[src/rtl/fp_pkg.sv]
// fp_pkg: shared single-precision types and constants for fpmul_seq.
// Optional status flags are built when FPMUL_FLAGS_EN is defined.
package fp_pkg;

    typedef struct packed {
        logic        sign;
        logic [7:0]  exp;
        logic [22:0] man;
    } fp32_t;

    localparam logic [31:0]       FP_QNAN = 32'hFFC00000;
    localparam logic signed [9:0] FP_BIAS = 10'sd127;
    localparam logic signed [9:0] FP_EMIN = -10'sd126;
    localparam logic signed [9:0] FP_EMAX = 10'sd127;

    typedef enum logic [3:0] {
        S_IDLE,
        S_UNPACK,
        S_SPECIAL,
        S_NORM_A,
        S_NORM_B,
        S_MULT,
        S_NORM_0,
        S_NORM_1,
        S_ROUND,
        S_PACK,
        S_DONE
    } fpmul_state_e;

    // flags_o bit positions: {NV, OF, UF, NX}
    localparam int FL_NX = 0;
    localparam int FL_UF = 1;
    localparam int FL_OF = 2;
    localparam int FL_NV = 3;

endpackage

[src/rtl/fp_shift_add_step.sv]
// fp_shift_add_step: one MULT cycle of the right-shifting shift-add multiplier.
// Consumes BITS_PER_CYCLE multiplier bits, LSB first.
module fp_shift_add_step
    import fp_pkg::*;
#(
    parameter int BITS_PER_CYCLE = 1
) (
    input  logic [47:0]               acc_i,
    input  logic [23:0]               mcand_i,
    input  logic [BITS_PER_CYCLE-1:0] mplier_i,
    output logic [47:0]               acc_o
);

    logic [47:0] acc;
    logic [24:0] sum;

    // Add the multiplicand into the top half, then shift the 49b result right.
    always_comb begin
        acc = acc_i;
        sum = '0;
        for (int i = 0; i < BITS_PER_CYCLE; i++) begin
            sum = {1'b0, acc[47:24]}
                + (mplier_i[i] ? {1'b0, mcand_i} : 25'd0);
            acc = {sum, acc[23:1]};
        end
        acc_o = acc;
    end

endmodule

[src/rtl/fpmul_seq.sv]
// fpmul_seq: sequential IEEE-754 single multiplier, start/done handshake.
// Define FPMUL_FLAGS_EN to add flags_o = {NV, OF, UF, NX}.
module fpmul_seq
    import fp_pkg::*;
#(
    parameter int BITS_PER_CYCLE = 1
) (
    input  logic        clk_i,
    input  logic        rst_i,
    input  logic        start_i,
    input  logic [31:0] a_value_i,
    input  logic [31:0] b_value_i,
    output logic        busy_o,
    output logic        done_o,
    output logic [31:0] z_value_o
`ifdef FPMUL_FLAGS_EN
    ,
    output logic [3:0]  flags_o
`endif
);

    localparam int         K      = 24 / BITS_PER_CYCLE;
    localparam logic [4:0] K_LAST = 5'(K - 1);

    fpmul_state_e state_q, state_d;

    fp32_t             a_q, a_d, b_q, b_d;
    logic signed [9:0] a_e_q, a_e_d, b_e_q, b_e_d;
    logic signed [9:0] z_e_q, z_e_d;
    logic [23:0]       a_m_q, a_m_d, b_m_q, b_m_d;
    logic [23:0]       z_m_q, z_m_d;
    logic              z_s_q, z_s_d;
    logic              g_q, g_d, r_q, r_d, s_q, s_d;
    logic [47:0]       prod_q, prod_d, prod_step;
    logic [4:0]        cnt_q, cnt_d;
    logic [31:0]       z_q, z_d;

    logic        a_nan, b_nan, a_inf, b_inf;
    logic        a_zero, b_zero;
    logic        inc, of;
    logic [24:0] rnd;
    logic [7:0]  exp8;

`ifdef FPMUL_FLAGS_EN
    logic       uf_q, uf_d;
    logic [3:0] flags_q, flags_d;
    logic       a_snan, b_snan;

    assign a_snan  = a_nan & ~a_q.man[22];
    assign b_snan  = b_nan & ~b_q.man[22];
    assign flags_o = flags_q;
`endif

    assign a_nan  = (a_q.exp == 8'hFF) && (a_q.man != 23'd0);
    assign b_nan  = (b_q.exp == 8'hFF) && (b_q.man != 23'd0);
    assign a_inf  = (a_q.exp == 8'hFF) && (a_q.man == 23'd0);
    assign b_inf  = (b_q.exp == 8'hFF) && (b_q.man == 23'd0);
    assign a_zero = (a_q.exp == 8'h00) && (a_q.man == 23'd0);
    assign b_zero = (b_q.exp == 8'h00) && (b_q.man == 23'd0);

    // Round-to-nearest-even increment and packing helpers.
    assign inc  = g_q & (r_q | s_q | z_m_q[0]);
    assign rnd  = {1'b0, z_m_q} + {24'd0, inc};
    assign of   = z_e_q > FP_EMAX;
    assign exp8 = z_m_q[23] ? (z_e_q[7:0] + 8'd127) : 8'd0;

    assign busy_o    = (state_q != S_IDLE);
    assign done_o    = (state_q == S_DONE);
    assign z_value_o = z_q;

    fp_shift_add_step #(
        .BITS_PER_CYCLE(BITS_PER_CYCLE)
    ) u_step (
        .acc_i   (prod_q),
        .mcand_i (a_m_q),
        .mplier_i(b_m_q[BITS_PER_CYCLE-1:0]),
        .acc_o   (prod_step)
    );

    // Next-state and datapath updates for every FSM state.
    always_comb begin
        state_d = state_q;
        a_d     = a_q;
        b_d     = b_q;
        a_e_d   = a_e_q;
        b_e_d   = b_e_q;
        a_m_d   = a_m_q;
        b_m_d   = b_m_q;
        z_e_d   = z_e_q;
        z_m_d   = z_m_q;
        z_s_d   = z_s_q;
        g_d     = g_q;
        r_d     = r_q;
        s_d     = s_q;
        prod_d  = prod_q;
        cnt_d   = cnt_q;
        z_d     = z_q;
`ifdef FPMUL_FLAGS_EN
        uf_d    = uf_q;
        flags_d = flags_q;
`endif
        unique case (state_q)
            S_IDLE: begin
                if (start_i) begin
                    a_d     = fp32_t'(a_value_i);
                    b_d     = fp32_t'(b_value_i);
                    state_d = S_UNPACK;
                end
            end
            S_UNPACK: begin
                a_e_d   = $signed({2'b00, a_q.exp}) - FP_BIAS;
                b_e_d   = $signed({2'b00, b_q.exp}) - FP_BIAS;
                a_m_d   = {1'b0, a_q.man};
                b_m_d   = {1'b0, b_q.man};
                z_s_d   = a_q.sign ^ b_q.sign;
                state_d = S_SPECIAL;
            end
            S_SPECIAL: begin
                state_d = S_DONE;
`ifdef FPMUL_FLAGS_EN
                flags_d = 4'd0;
`endif
                if (a_nan | b_nan) begin
                    z_d = FP_QNAN;
`ifdef FPMUL_FLAGS_EN
                    flags_d[FL_NV] = a_snan | b_snan;
`endif
                end else if ((a_inf & b_zero) | (a_zero & b_inf)) begin
                    z_d = FP_QNAN;
`ifdef FPMUL_FLAGS_EN
                    flags_d[FL_NV] = 1'b1;
`endif
                end else if (a_inf | b_inf) begin
                    z_d = {z_s_q, 8'hFF, 23'd0};
                end else if (a_zero | b_zero) begin
                    z_d = {z_s_q, 31'd0};
                end else begin
                    if (a_q.exp == 8'h00) a_e_d = FP_EMIN;
                    else                  a_m_d[23] = 1'b1;
                    if (b_q.exp == 8'h00) b_e_d = FP_EMIN;
                    else                  b_m_d[23] = 1'b1;
                    state_d = S_NORM_A;
                end
            end
            S_NORM_A: begin
                if (a_m_q[23]) begin
                    state_d = S_NORM_B;
                end else begin
                    a_m_d = a_m_q << 1;
                    a_e_d = a_e_q - 10'sd1;
                end
            end
            S_NORM_B: begin
                if (b_m_q[23]) begin
                    prod_d  = '0;
                    cnt_d   = '0;
                    state_d = S_MULT;
                end else begin
                    b_m_d = b_m_q << 1;
                    b_e_d = b_e_q - 10'sd1;
                end
            end
            S_MULT: begin
                prod_d = prod_step;
                b_m_d  = b_m_q >> BITS_PER_CYCLE;
                cnt_d  = cnt_q + 5'd1;
                if (cnt_q == K_LAST) begin
                    state_d = S_NORM_0;
                    if (prod_step[47]) begin
                        z_m_d = prod_step[47:24];
                        g_d   = prod_step[23];
                        r_d   = prod_step[22];
                        s_d   = |prod_step[21:0];
                        z_e_d = a_e_q + b_e_q + 10'sd1;
                    end else begin
                        z_m_d = prod_step[46:23];
                        g_d   = prod_step[22];
                        r_d   = prod_step[21];
                        s_d   = |prod_step[20:0];
                        z_e_d = a_e_q + b_e_q;
                    end
                end
            end
            S_NORM_0: begin
                if (!z_m_q[23] && (z_e_q > FP_EMIN)) begin
                    z_m_d = {z_m_q[22:0], g_q};
                    g_d   = r_q;
                    r_d   = 1'b0;
                    z_e_d = z_e_q - 10'sd1;
                end else begin
                    state_d = S_NORM_1;
                end
            end
            S_NORM_1: begin
                if (z_e_q < FP_EMIN) begin
                    z_e_d = z_e_q + 10'sd1;
                    s_d   = s_q | r_q;
                    r_d   = g_q;
                    g_d   = z_m_q[0];
                    z_m_d = z_m_q >> 1;
                end else begin
                    state_d = S_ROUND;
                end
            end
            S_ROUND: begin
                if (rnd[24]) begin
                    z_m_d = 24'h800000;
                    z_e_d = z_e_q + 10'sd1;
                end else begin
                    z_m_d = rnd[23:0];
                end
`ifdef FPMUL_FLAGS_EN
                uf_d = ~z_m_q[23] & (g_q | r_q | s_q);
`endif
                state_d = S_PACK;
            end
            S_PACK: begin
                if (of) z_d = {z_s_q, 8'hFF, 23'd0};
                else    z_d = {z_s_q, exp8, z_m_q[22:0]};
`ifdef FPMUL_FLAGS_EN
                flags_d        = 4'd0;
                flags_d[FL_OF] = of;
                flags_d[FL_UF] = uf_q;
                flags_d[FL_NX] = g_q | r_q | s_q | of;
`endif
                state_d = S_DONE;
            end
            S_DONE: begin
                state_d = S_IDLE;
            end
            default: begin
                state_d = S_IDLE;
            end
        endcase
    end

    // State and datapath registers with synchronous reset.
    always_ff @(posedge clk_i) begin
        if (rst_i) begin
            state_q <= S_IDLE;
            a_q     <= '0;
            b_q     <= '0;
            a_e_q   <= '0;
            b_e_q   <= '0;
            a_m_q   <= '0;
            b_m_q   <= '0;
            z_e_q   <= '0;
            z_m_q   <= '0;
            z_s_q   <= 1'b0;
            g_q     <= 1'b0;
            r_q     <= 1'b0;
            s_q     <= 1'b0;
            prod_q  <= '0;
            cnt_q   <= '0;
            z_q     <= '0;
`ifdef FPMUL_FLAGS_EN
            uf_q    <= 1'b0;
            flags_q <= '0;
`endif
        end else begin
            state_q <= state_d;
            a_q     <= a_d;
            b_q     <= b_d;
            a_e_q   <= a_e_d;
            b_e_q   <= b_e_d;
            a_m_q   <= a_m_d;
            b_m_q   <= b_m_d;
            z_e_q   <= z_e_d;
            z_m_q   <= z_m_d;
            z_s_q   <= z_s_d;
            g_q     <= g_d;
            r_q     <= r_d;
            s_q     <= s_d;
            prod_q  <= prod_d;
            cnt_q   <= cnt_d;
            z_q     <= z_d;
`ifdef FPMUL_FLAGS_EN
            uf_q    <= uf_d;
            flags_q <= flags_d;
`endif
        end
    end

endmodule

[config.mk]
export PLATFORM = sky130hd
export DESIGN_NAME = fpmul_seq
export DESIGN_NICKNAME = d
export VERILOG_FILES = /design/src/rtl/fp_pkg.sv /design/src/rtl/fp_shift_add_step.sv /design/src/rtl/fpmul_seq.sv
export SDC_FILE = /design/constraint.sdc
export NUM_CORES = 1
export LEC_CHECK = 0
export ABC_CLOCK_PERIOD_IN_PS = 8390
export BUFFER_PORTS_ARGS = -buffer_cell sky130_fd_sc_hd__buf_2
export CAP_MARGIN = 20
export CORE_MARGIN = 2
export CORE_UTILIZATION = 58
export DETAILED_ROUTE_END_ITERATION = 7
export PLACE_DENSITY = 0.81
export SLEW_MARGIN = 30
export SYNTH_ARGS = -nofsm -noshare
export SYNTH_HDL_FRONTEND = slang
export SYNTH_SLANG_ARGS = --single-unit
[constraint.sdc]
create_clock -name clk_i -period 8.39 [get_ports clk_i]
set_input_delay 1.2585 -clock clk_i [delete_from_list [all_inputs] [get_ports clk_i]]
set_output_delay 1.2585 -clock clk_i [all_outputs]
set_load 0.01 [all_outputs]
# Yosys cells after proc, flatten, opt, wreduce, memory -nomap -nowiden
# Index checks and enable logic that the tools add are counted.
[word_totals]
ff_bits = 259
inputBits = 67
[op_classes]
add_sub_neg = 12
magnitude_cmp = 3
eq_ne = 33
mux = 79
bitwise_logic = 10
n_reduce_logical = 43
[op_table]
columns = ["operator", "n"]
rows = [
  ["2-to-1 mux 24 bit", 8],
  ["2-to-1 mux 10 bit", 17],
  ["2-to-1 mux 32 bit", 4],
  ["one-hot mux 24 bit (4 select lines)", 1],
  ["one-hot mux 48 bit (2 select lines)", 1],
  ["one-hot mux 23 bit (3 select lines)", 1],
  ["one-hot mux 32 bit (2 select lines)", 1],
  ["one-hot mux 10 bit (3 select lines)", 2],
  ["2-to-1 mux 48 bit", 1],
  ["logical NOT 23 bit", 2],
  ["one-hot mux 23 bit (2 select lines)", 1],
  ["nonzero test 23 bit", 2],
  ["2-to-1 mux 4 bit", 10],
  ["one-hot mux 10 bit (4 select lines)", 1],
  ["one-hot mux 4 bit (10 select lines)", 1],
  ["inequality test 2 bit, second input constant", 19],
  ["2-to-1 mux 31 bit", 1],
  ["subtractor 10 x 2 -> 10 bit, second input constant", 3],
  ["adder 24 x 1 -> 25 bit", 1],
  ["adder 24 x 25 -> 25 bit", 1],
  ["OR reduction 22 bit", 1],
  ["2-to-1 mux 1 bit", 21],
  ["OR reduction 21 bit", 1],
  ["adder 10 x 2 -> 10 bit, second input constant", 2],
  ["35 further kinds", 77],
]

# Logic depth before layout (Yosys ltp)
[logic_depth]
word_depth = 8
depth_mapped = 15
depth_no_buf = 12

# Modules after synthesis
# Synthesis repeated with hierarchy kept, for this count alone.
[hier_totals]
cells_unflattened = 1939
hier_area_um2 = 14974.4
[modules_own_cells]
columns = ["mod", "instances", "cells_each", "area_per_inst_um2", "seq_area_each_um2"]
rows = [
  ["fpmul_seq", 1, 1728, 13409.1, 5185.0],
  ["fp_shift_add_step", 1, 211, 1565.3, 0.0],
]

# Least setup slack after synthesis
# No wires, ideal clock.
[synth_path]
kind = "register to register"
from = "reg state_q[3]"
to = "reg z_e_q[6]"
setup_time_ns = 0.136
arrival_time_ns = 3.027
t_required_ns = 8.254
setup_slack_ns = 5.226
stages_incl_launch_ff = 14
path_cell_list = "dfxtp_1 -> buf_2 -> or4b_2 -> nand2_1 -> inv_1 -> ha_1 -> nor2b_1 -> o21ai_0 -> a21boi_0 -> o21ai_0 -> nor2b_1 -> xnor2_1 -> a2111oi_0 -> a211oi_1"
[synth_via]
elab_chain_len = 3
[synth_rtl]
columns = ["element", "line", "source"]
rows = [
  ["from (decl)", "fpmul_seq.sv:25", "fpmul_state_e state_q, state_d;"],
  ["from (signal assigned)", "fpmul_seq.sv:261", "state_q <= state_d;"],
  ["== test 4 bit or == test 4 x 3 -> 1 bit (tied branches)", "fpmul_seq.sv:102", "unique case (state_q)"],
  ["nonzero test 4 bit (no line) or inequality test 2 bit (tied branches)", "n/a", ""],
  ["AND reduction 5 bit (no line)", "n/a", ""],
  ["to (signal assigned)", "fpmul_seq.sv:268", "z_e_q <= z_e_d;"],
  ["to (decl)", "fpmul_seq.sv:29", "logic signed [9:0] z_e_q, z_e_d;"],
]
# Parallel ways exist; a longest one is shown, timed or not.
# A chain may end at the register's enable or synchronous reset.

# Worst setup path in the final report
# Same ends and word-level chain as after synthesis.

==> impl_metrics.toml <==
[outcome]
outcome = "completed"

[global_routing]
grt_pass1_vias = 13500
grtUsageTotal = 0.309
grt_pass1_wl_mm = 68.9
antenna_found_initial = 0
gr-total-overflow = 0
grt_max_degree = 73

[logic_synthesis]
ys_types = 82
synthTopCellsByArea = "dfxtp_1 (35%), a21oi_1 (7.0%), nand2_1 (6.2%), nor2_1 (5.7%), a22oi_1 (5.0%)"
yosys_warnings = 0
yosys.area.top_type_share = 0.346
async_flop_share = 0
ys_seq_area_frac = 0.346
synth_top_area_cell = "dfxtp_1"
syn_area_sq_um = 14900
synth_edf_count = 0
synth.avg_cell_area_sq_um = 7.68
netlist_instances = 1943
synthFlopType = "dfxtp_1"
ys_ff_latch = 258
syn-num-nets = 2065

[floorplan]
die_w_um = 164
dieArea_sq_um = 27000
start_util = 0.592
ios = 101
rows = 58
die_h_um = 164
design.core.area_sq_um = 25200

[placed_design]
dp_hpwl_mm = 29.2
dp.cells = 2258
place.port_buffers = 100
place_congestion = 0.986

[cts]
cts_hold_buf = 0
cts-resized-gates = 0
cts-root-buf = "clkbuf_16"
clk_pin_slew_worst_paths_ps = 70
clk_latency_ps = 560
cts_buffers = 28
ctsHtreeMaxLevel = 1
cts_tree = "yes"
cts.sinks = 258
cts_setup_buffers = 0
clockBufferDepth = 3

[sta]
whs_ps = 475
final-setup-viol-count = 0
final.period_utilization = 0.489
maxSlewViolCount = 0
worstMarginPinSlew_ps = 934
tns_ps = 0
fmax_mhz = 243
fin_skew_ps = 11.7
finalHoldViolCount = 0
fin_crit_ps = 4110
rsz0062_at_grt = "no"
slew_headroom = 0.375

[layout]
nNetsFinal = 2080
final_layout_size_suffix_gt1_frac = 0.106
fill_cells = 2163
instances_no_fill = 2309
final_cell_mix = "dfxtp_1 (257), nand2_1 (246), nor2_1 (226), a21oi_1 (210), o21ai_0 (108)"
area_growth_pct = 10.1
final_common_cell = "dfxtp_1"

[detailed_routing]
drt-total-wl_mm = 42.5
drtIter0Drc = 1935
routedWlPerCell_um = 18.4
ant_nets = 0
drc = 0
vias = 14900
vias_per_cell = 6.46
first_pass_iters = 7

[worst_setup_path]
worst_ep_arrival_time_ps = 4520
worstPathMaxFanout = 21
required_ps = 8800
end_kind = "register"
path_class = "register to register"
cp-start-kind = "register"

[power]
netSwitchingPower_mw = 1.61
p_per_area_nw_per_um2 = 254
peakVddDrop_mv = 0.233
total_leakage_power_nw = 6.37
sw_frac_of_total = 0.385
pwr-share-clk = 0.301
p_seq_frac = 0.375
p_comb_frac = 0.324
cell_internal_pwr_mw = 2.57

[flow_run]
maxCapViolations = 0

[min_path]
hold_path_class = "register to register"
-- Yosys cell counts (all sizes together), types with 8 or more instances --
| cell | number |
|---|---|
| nand3 | 46 |
| nor2 | 226 |
| nor3 | 53 |
| nand2b | 12 |
| a221oi | 25 |
| and3 | 23 |
| o21a | 11 |
| a31oi | 17 |
| mux2i | 17 |
| a21oi | 211 |
| or3 | 11 |
| o211ai | 15 |
| o21ai | 114 |
| buf | 20 |
| nand2 | 246 |
| mux2 | 9 |
| xnor2 | 36 |
| nand4 | 9 |
| a311oi | 11 |
| inv | 38 |
| nor4 | 29 |
| clkbuf | 117 |
| dfxtp | 258 |
| a21o | 24 |
| ha | 52 |
| o22ai | 15 |
| a22oi | 100 |
| xor2 | 32 |
| and2 | 35 |
| a211oi | 14 |
| o221ai | 8 |
-- power by group through the flow --
stage / sequential (mW) / combinational [mW] / clock [mW]
2_1_floorplan: 1.49 / 1.04 / 0
3_3_place_gp: 1.58 / 1.28 / 0
3_5_place_dp: 1.59 / 1.31 / 0
4_1_cts: 1.56 / 1.32 / 1.27
5_1_grt: 1.59 / 1.50 / 1.31
6_report: 1.57 / 1.35 / 1.26
-- sequential cells by signal (all words and copies together) (netlist names) --
name,count
cnt_q,5
g_q,1
r_q,1
a_m_q,24
z_value_o,32
z_m_q,24
a_e_q,10
b_e_q,10
state_q,4
b_m_q,24
z_e_q,10
prod_q,47
b_q,32
a_q,32
z_s_q,1
s_q,1
-- through the flow --
step           setup slack [ps]  utilization  total power, mW  instance area (sq um)
2_1_floorplan              5230            -             2.54                  14900
3_3_place_gp               4750        0.614             2.85                  15500
3_5_place_dp               4460        0.615             2.89                  15500
4_1_cts                    4440        0.652             4.15                  16400
5_1_grt                    4090        0.652             4.39                  16400
6_report                   4280        0.652             4.18                  16400
-- worst max-delay path: stages, from the launching register on --
cell and delay, ps:
dfxtp_1 770, or4b_2 720, nand2_1 180, inv_1 200, ha_1 380, nor2b_1 150
o21ai_0 250, a21boi_0 160, o21ai_0 260, nor2b_1 200, xnor2_1 90, a2111oi_0 510
a211oi_1 90
-- worst paths after layout --
path	startpoint	end	slack (ps)	cells after the start
setup / recovery	state_q[3]$_SDFFE_PP0P_	z_e_q[6]$_SDFFE_PP0P_	4280	12
hold / removal	a_q[31]$_SDFFE_PP0P_	a_q[31]$_SDFFE_PP0P_	470	2
setup reg to reg	state_q[3]$_SDFFE_PP0P_	z_e_q[6]$_SDFFE_PP0P_	4280	12
hold reg to reg	a_q[31]$_SDFFE_PP0P_	a_q[31]$_SDFFE_PP0P_	470	2
-- cells by family (layout without fill, tap and decap cells) --
| family | after synthesis | after routing | synth area share |
|---|---|---|---|
| fa+ha+maj | 55 | 55 | 0.0476 |
| buf+inv | 175 | 210 | 0.0470 |
| simple gates | 730 | 730 | 0.227 |
| xor+xnor | 68 | 68 | 0.0399 |
| flops | 258 | 258 | 0.346 |
| other cells | 0 | 1 | 0 |
| compound gates | 631 | 631 | 0.274 |
| mux | 26 | 26 | 0.0182 |
-- per-layer routing --
layer / track usage / up-vias / wire length [um]
met5: 0 / - / 0
met4: 0.102 / 0 / 1340
met3: 0.0475 / 99 / 3700
met2: 0.496 / 707 / 19000
met1: 0.428 / 7012 / 18500
li1: - / 7103 / -
-- final cells by class --
class | instances | area [sq um] | area share
multi-input combinational | 1510 | 9090 | 0.553
sequential | 258 | 5170 | 0.315
clock buffer | 36 | 771 | 0.0469
timing repair buffer | 122 | 684 | 0.0417
tap | 330 | 413 | 0.0251
clock inverter | 14 | 159 | 0.00967
inverter | 38 | 143 | 0.00868
antenna | 1 | 2.50 | 0.000152
(Power assumes the default switching activity.)
